$ cat config.mk
export PLATFORM = sky130hd
export DESIGN_NAME = mul_job_sequencer
export DESIGN_NICKNAME = d
export VERILOG_FILES = /design/src/rtl/mul_job_sequencer.sv
export SDC_FILE = /design/constraint.sdc
export NUM_CORES = 1
export LEC_CHECK = 0
export CAP_MARGIN = 20
export CORE_ASPECT_RATIO = 0.5
export CORE_MARGIN = 2
export CORE_UTILIZATION = 47
export DETAILED_ROUTE_END_ITERATION = 6
export PLACE_DENSITY = 0.87
export SYNTH_ARGS = -nofsm -noshare
export SYNTH_HDL_FRONTEND = slang
export SYNTH_SLANG_ARGS = --single-unit
$ cat constraint.sdc
create_clock -name clk -period 5.4 [get_ports clk]
set_input_delay 1.35 -clock clk [delete_from_list [all_inputs] [get_ports clk]]
set_output_delay 1.35 -clock clk [all_outputs]
set_load 0.05 [all_outputs]
$ cat src/rtl/mul_job_sequencer.sv
// Job sequencer around the 8-bit shift-add multiplier core: accepts operand pairs, times the
// core's fixed latency, and buffers one product behind a valid/ready output handshake.
module mul_job_sequencer #(
    parameter int unsigned WIDTH       = 8,
    parameter int unsigned INIT_CYCLES = 1,
    parameter int unsigned LATENCY     = 18,
    parameter int unsigned COUNT_W     = 8
) (
    input  logic                 clk,
    input  logic                 rst_n,
    input  logic                 in_valid,
    output logic                 in_ready,
    input  logic [WIDTH-1:0]     in_a,
    input  logic [WIDTH-1:0]     in_b,
    output logic [WIDTH-1:0]     mul_multiplicand,
    output logic [WIDTH-1:0]     mul_multiplier,
    output logic                 mul_init,
    input  logic [2*WIDTH-1:0]   mul_produto,
    output logic                 out_valid,
    input  logic                 out_ready,
    output logic [2*WIDTH-1:0]   out_product,
    output logic                 busy,
    output logic [COUNT_W-1:0]   op_count
);

    localparam int unsigned CntMax = (INIT_CYCLES > LATENCY) ? INIT_CYCLES : LATENCY;
    localparam int unsigned CntW   = $clog2(CntMax + 1);

    typedef enum logic [1:0] {StIdle, StStart, StWait, StOut} state_e;

    state_e               state_q, state_d;
    logic [CntW-1:0]      cnt_q, cnt_d;
    logic [WIDTH-1:0]     a_q, a_d;
    logic [WIDTH-1:0]     b_q, b_d;
    logic [2*WIDTH-1:0]   prod_q, prod_d;
    logic [COUNT_W-1:0]   count_q, count_d;

    always_ff @(posedge clk or negedge rst_n) begin
        if (!rst_n) begin
            state_q <= StIdle;
            cnt_q   <= '0;
            a_q     <= '0;
            b_q     <= '0;
            prod_q  <= '0;
            count_q <= '0;
        end else begin
            state_q <= state_d;
            cnt_q   <= cnt_d;
            a_q     <= a_d;
            b_q     <= b_d;
            prod_q  <= prod_d;
            count_q <= count_d;
        end
    end

    // Completion is purely cycle-counted; the core has no done flag.
    always_comb begin
        state_d = state_q;
        cnt_d   = cnt_q;
        a_d     = a_q;
        b_d     = b_q;
        prod_d  = prod_q;
        count_d = count_q;
        unique case (state_q)
            StIdle: begin
                if (in_valid) begin
                    a_d     = in_a;
                    b_d     = in_b;
                    cnt_d   = CntW'(INIT_CYCLES - 1);
                    state_d = StStart;
                end
            end
            StStart: begin
                if (cnt_q == '0) begin
                    cnt_d   = CntW'(LATENCY - 1);
                    state_d = StWait;
                end else begin
                    cnt_d = cnt_q - CntW'(1);
                end
            end
            StWait: begin
                if (cnt_q == '0) begin
                    prod_d  = mul_produto;
                    state_d = StOut;
                end else begin
                    cnt_d = cnt_q - CntW'(1);
                end
            end
            StOut: begin
                if (out_ready) begin
                    count_d = count_q + COUNT_W'(1);
                    state_d = StIdle;
                end
            end
            default: state_d = StIdle;
        endcase
    end

    // Outputs decode registered state only, so async reset clears mul_init immediately.
    always_comb begin
        in_ready         = (state_q == StIdle);
        mul_init         = (state_q == StStart);
        out_valid        = (state_q == StOut);
        busy             = (state_q != StIdle);
        mul_multiplicand = a_q;
        mul_multiplier   = b_q;
        out_product      = prod_q;
        op_count         = count_q;
    end

endmodule

-- After elaboration in Yosys (flattened, before gate mapping)
Cells that the tools add are included.
- output and inout bits: 44
- bits in registers: 47
- input port bits: 36
- logic and storage cells: 34
- reduce and logical (&&, ||, !) cells: 9
- add/sub/neg operators: 2
- eq/ne operators: 8
- mux-type cells: 9
- operators with widths (kind ; number):
    $mux W5 ; 3
    $pmux W5 S3 ; 1
    $add A8 B1 Y8 const B ; 1
    $mux W2 ; 4
    $pmux W2 S4 ; 1
    $ne A2 B2 Y1 const B ; 3
    $reduce_and A2 Y1 ; 3
    $logic_not A5 Y1 ; 1
    $sub A5 B1 Y5 const B ; 1
    $eq A2 B2 Y1 const B ; 2
    $ne A2 B1 Y1 const B ; 2
    $reduce_and A4 Y1 ; 1
    $reduce_and A3 Y1 ; 1
    $reduce_bool A3 Y1 ; 1
    $eq A2 B1 Y1 const B ; 1
    $logic_not A2 Y1 ; 1
    $reduce_bool A2 Y1 ; 1

-- Depth between registers and ports, before layout
Gate-level depths: netlist (run 1).
- depth in word-level cells: 3
- depth in mapped cells: 7
- gate-level depth less buffers: 5

-- Least setup slack after synthesis (run 1)
Ideal clock, no wire load.
- kind: register to output
- start point: register state_q[0]
- end point: output port busy
- path slack: 2.625 ns
- buffers on the path: 1
- arrival time: 1.425 ns
- data required time: 4.050 ns
- cell stages (with the launch flop): 5
- cell sequence: dfrtp_1 -> inv_1 -> ha_1 -> buf_2 -> inv_1
- longest elaborated chain between the ends: 1
- ends and longest elaborated chain (what ; RTL line ; source):
    start, declared ; 31 ; state_e state_q, state_d;
    start signal, assigned ; 40 ; state_q <= StIdle;
    start signal, assigned ; 47 ; state_q <= state_d;
    $reduce_bool A2 Y1 ; 104 ; busy = (state_q != StIdle);
    end, declared ; 22 ; output logic busy,
No other way between the ends.

-- Final worst setup path (run 1)
- start point: register state_q[0]
- end point: output port in_ready
- longest elaborated chain between the ends: 1
- ends and longest elaborated chain (what ; RTL line ; source):
    $logic_not A2 Y1 ; 101 ; in_ready = (state_q == StIdle);
    end, declared ; 12 ; output logic in_ready,
No other way between the ends.

==> results.yml, run 1 <==
run_status:
  status: "complete, no violations"
grt:
  grt_first_pass_wirelength_mm: 7.82
  antenna_found_initial: 0
  grt_use_total_pct: 20.3
  grt.overflow.total: 0
  grt_max_degree: 48
  grt_pass1_vias: 1630
worst_setup_path:
  criticalPathCategory: "flip-flop to output pin"
  start_kind: "flip-flop"
  critPathMaxFanout: 11
  cp_cell_sequence: "inv_1 -> ha_1 -> clkdlybuf4s50_1"
  critPathSlowestCell: "clkdlybuf4s50_1"
  r2r_slack_ns: 3.39
  path_delay_family: "buffers and inverters"
  required_ns: 4.05
  worstPathArrival_ns: 2.05
  critPathBufInv: 2
  cp-end-kind: "output pin"
  cp_slowest_stage_delay_ns: 0.87
die:
  rows: 16
  die_y_um: 50.9
  io_pins: 80
  dieWidth_um: 97.8
  initial_utilization_pct: 50.8
  die_area_um2: 4970
  core-area_um2: 4060
placement:
  io_buffer_count: 79
  routabilityCongestion: 0.850
  placedCellCount: 276
  hpwl_mm: 3.47
synthesis:
  synth_edf_count: 0
  synthMuxAreaShare_pct: 19.2
  syn_inst: 149
  synth_adder_area_share_pct: 3.63
  ys_types: 39
  ys_seq_elements: 47
  async_flop_share_pct: 100
  synthXorXnorAreaFrac_pct: 2.97
  synth.top_cell.area_share_pct: 56.9
  synth-seq-area-share_pct: 56.9
  yosysTopAreaCell: "dfrtp_1"
  synth_top_family_by_area: "multiplexers"
  synth_warnings: 0
  syn_nets: 191
  yosys_most_used_dff: "dfrtp_1"
  synth_compound_area_share_pct: 5.94
  syn_area_um2: 2070
  synth_area_leaders: "dfrtp_1 57%, mux2_2 13%, mux2_1 5.5%"
  syn_avg_cell_area_um2: 13.9
  synth-simple-area-share_pct: 9.02
final_layout:
  diodes: 0
  ff_latch_area_um2: 1180
  fin_util_pct: 74.3
  area_growth_pct: 46.1
  multi_input_area_um2: 842
  fillers: 275
  final_layout_size_suffix_gt1_share_pct: 17.7
  layout.nets: 272
  stdcell_count: 285
route:
  routedWlPerCell_um: 16.3
  via_count: 1474
  wl_mm: 4.65
  viasPerCell: 5.17
  first_iter_violations: 25
  drc: 0
  dr.pass1.iters: 4
  ant_nets: 0
clocking:
  post_cts_buffers: 0
  cts_resized: 0
  clk_latency_ns: 0.30
  cts.clk_slew.worst_paths_ns: 0.08
  clkSinkCount: 47
  cts_buffers: 5
  cts_tree: "yes"
  root_buffer: "clkbuf_8"
  clk_path_buf_depth: 2
  htreeDepth: 2
  postCtsHoldBufs: 0
timing:
  tightest_slew_ns: 0.704
  slew_headroom_pct: 53.0
  drv_slew: 0
  final-hold-violation-count: 0
  fin_skew_ns: 0.00424
  setup_viol: 0
  fmax_mhz: 294
  rsz0062_at_grt: "no"
  fin_setup_tns_ns: 0
  fin_crit_sh_pct: 63.0
  holdWs_ns: 0.486
  period_needed_ns: 3.40
hold_path:
  min_path_type: "flip-flop to flip-flop"
flow_run:
  max_cap_viol_count: 0
-- metrics by stage --
step | setup WS [ns] | area (µm²)
3_3_place_gp | 2.37 | 2890
2_1_floorplan | 2.63 | 2070
4_1_cts | 1.99 | 3000
6_report | 2.00 | 3020
3_5_place_dp | 2.33 | 2890
5_1_grt | 1.91 | 3020
-- final timing paths --
path / from / to / depth (start not counted)
setup / recovery: state_q[0] / in_ready / 3
setup reg to reg: cnt_q[0] / state_q[1] / 5
min in group asynchronous: rst_n / mul_multiplicand[3] / 1
hold / removal: op_count[7] / op_count[7] / 1
max in group asynchronous: rst_n / out_product[2] / 2
hold reg to reg: op_count[7] / op_count[7] / 1
-- metal layers --
metal	GRT usage [%]	routed length [µm]	vias up	part of all wire [%]
met4	5.56	28	0	0.60
met2	39.2	2640	29	57
met3	4.51	134	5	2.9
li1	-	-	704	-
met5	0	0	-	0
met1	23.3	1850	736	40
-- cells in the mapped netlist (all sizes together), types with 2 or more instances --
cell type and instances:
nor3 4, nand4 4, mux2 34, nand2 4, inv 6, and3 2, ha 6, o221ai 3
a22o 2, buf 2, and2b 2, clkbuf 4, dfrtp 47, xnor2 6, a211oi 2, nand3 2
-- state kept, by name (all words and copies together), names as in the netlist --
name	flops
op_count	8
cnt_q	5
mul_multiplicand	8
state_q	2
mul_multiplier	8
out_product	16
-- worst reg2reg max path, cell delays in order, from the launching register on --
cell and delay [ns]:
dfrtp_1 0.40, inv_1 0.10, ha_1 0.25, or4b_4 0.51, a211o_1 0.35, mux2_4 0.30
-- cell type report --
| cell class | instances | share of cell area (%) |
|---|---|---|
| flip-flops and latches | 47 | 39.0 |
| multi-input cells | 90 | 27.9 |
| repair buffers | 80 | 26.7 |
| clock buffers | 7 | 3.19 |
| well taps | 54 | 2.24 |
| inverters | 6 | 0.746 |
| clock inverters | 1 | 0.249 |
-- cell usage in the layout (no fill, tap or decap), types with 2 or more instances in the layout --
cell	n
clkdlybuf4s50_1	78
dfrtp_1	47
mux2_2	23
mux2_1	10
clkbuf_8	7
inv_1	6
xnor2_1	6
ha_1	6
nand4_1	4
nor3_1	4
nand2_1	3
o221ai_1	3
and3_1	2
a211oi_1	2
and2b_2	2
nand3_1	2
-- kinds of logic (layout without fill, tap and decap cells) --
| group | count (synthesis) | in the layout |
|---|---|---|
| compound gates | 15 | 15 |
| xor+xnor | 7 | 7 |
| fa+ha+maj | 6 | 6 |
| buf+inv | 12 | 94 |
| flops | 47 | 47 |
| mux | 35 | 35 |
| simple gates | 27 | 27 |
Power of run 1 is left out: the tool's default activity adds up to more than one toggle a clock period on the data nets, which glitch-free logic cannot reach.
==> inputs of run 2 (changes only) <==
- CORE_UTILIZATION: 47 -> 43
- PLACE_DENSITY: 0.87 -> 0.81
- clock period: 5.4 -> 3.3 ns (I/O delays scaled with it)
==> results.yml, run 2 (same netlist as run 1, synthesis figures left out) <==
timing:
  fmax_mhz: 346
  tightest_slew_ns: 0.694
  holdWs_ns: 0.404
  fin_setup_tns_ns: 0
  final-hold-violation-count: 0
  setup_viol: 0
  slew_headroom_pct: 53.6
  fin_crit_sh_pct: 87.6
  rsz0062_at_grt: "no"
  fin_skew_ns: 0.00824
  drv_slew: 0
  period_needed_ns: 2.89
worst_setup_path:
  start_kind: "flip-flop"
  criticalPathCategory: "flip-flop to output pin"
  required_ns: 2.47
  cp_slowest_stage_delay_ns: 0.87
  cp_cell_sequence: "inv_1 -> ha_1 -> clkdlybuf4s50_1"
  critPathSlowestCell: "clkdlybuf4s50_1"
  critPathMaxFanout: 11
  r2r_cells: 5
  cp-end-kind: "output pin"
  worstPathArrival_ns: 2.07
  r2r_slack_ns: 1.30
grt:
  grt_max_degree: 48
  grt_use_total_pct: 18.0
  grt_first_pass_wirelength_mm: 7.35
  antenna_found_initial: 0
  grt_pass1_vias: 1540
  grt.overflow.total: 0
final_layout:
  final_layout_size_suffix_gt1_share_pct: 17.0
  diodes: 0
  layout.nets: 272
  layout_commonest_cell: "clkdlybuf4s50_1"
  largest_register_ffs: 16
  fillers: 330
  area_growth_pct: 46.8
  final_cell_mix: "78 x clkdlybuf4s50_1, 47 x dfrtp_1, 23 x mux2_2, 10 x mux2_1"
clocking:
  root_buffer: "clkbuf_8"
  postCtsHoldBufs: 0
  clkSinkCount: 47
  clk_path_buf_depth: 2
  clk_latency_ns: 0.30
  htreeDepth: 2
  cts_tree: "yes"
  post_cts_buffers: 0
  cts.clk_slew.worst_paths_ns: 0.08
  cts_buffers: 5
  cts_resized: 0
die:
  core-area_um2: 4510
  dieWidth_um: 102
  die_y_um: 53.0
  rows: 17
  die_area_um2: 5410
  io_pins: 80
  initial_utilization_pct: 45.8
run_status:
  status: "complete, no violations"
route:
  via_count: 1473
  first_iter_violations: 28
  drc: 0
  viasPerCell: 4.98
  dr.pass1.iters: 4
  ant_nets: 0
  wl_mm: 4.57
  routedWlPerCell_um: 15.4
placement:
  hpwl_mm: 3.37
  routabilityCongestion: 0.858
  io_buffer_count: 79
flow_run:
  max_cap_viol_count: 0
hold_path:
  min_path_type: "input port to async pin"
## run 2: cell count changes in the layout (fill, tap and decap cells not counted)
| cell | before | now |
|---|---|---|
| bufinv_16 | 0 | 1 |
| clkbuf_1 | 0 | 1 |
| clkbuf_8 | 7 | 5 |
| clkinvlp_4 | 1 | 0 |
## run 2: worst paths after layout
check | end | from
worst max-delay path | in_ready | state_q[0]
worst min-delay path | op_count[1] | rst_n
worst max register to register | state_q[1] | cnt_q[0]
worst min register to register | op_count[7] | op_count[7]
max in group asynchronous | out_product[6] | rst_n
min in group clk | op_count[7] | op_count[7]
## run 2: final cells by class
cell class	instances	area [µm²]	share of cell area (%)
sequential	47	1180	38.8
clock buffer	6	72.6	2.39
tap	66	82.6	2.72
timing repair buffer	80	806	26.6
clock inverter	1	30.0	0.991
inverter	6	22.5	0.743
multi-input combinational	90	842	27.8
## run 2: per-layer routing
metal / up-vias / track usage (%) / part of all wire, %
met5: - / 0 / 0
met4: 0 / 5.33 / 0.85
met3: 6 / 4.36 / 2.9
met2: 29 / 31.3 / 53
met1: 745 / 22.9 / 43
li1: 693 / - / -
## run 2: through the flow
stage / cell area (µm²) / std cells / utilization [%] / worst slack, ns
global route: 3030 / 296 / 67.2 / 0.319
finish: 3030 / 296 / 67.2 / 0.409
global placement: 2910 / 288 / 64.5 / 0.793
floorplan: 2070 / 149 / - / 1.05
CTS: 3010 / 295 / 66.8 / 0.406
detailed placement: 2910 / 288 / 64.5 / 0.759
## run 2: worst max-delay path: cells and delay by family (launching register included)
family	cells	cell delay, ns
DFF	1	0.41
buffers and inverters	2	0.99
adders and majority gates	1	0.37
Power of run 2 is left out for the same reason.
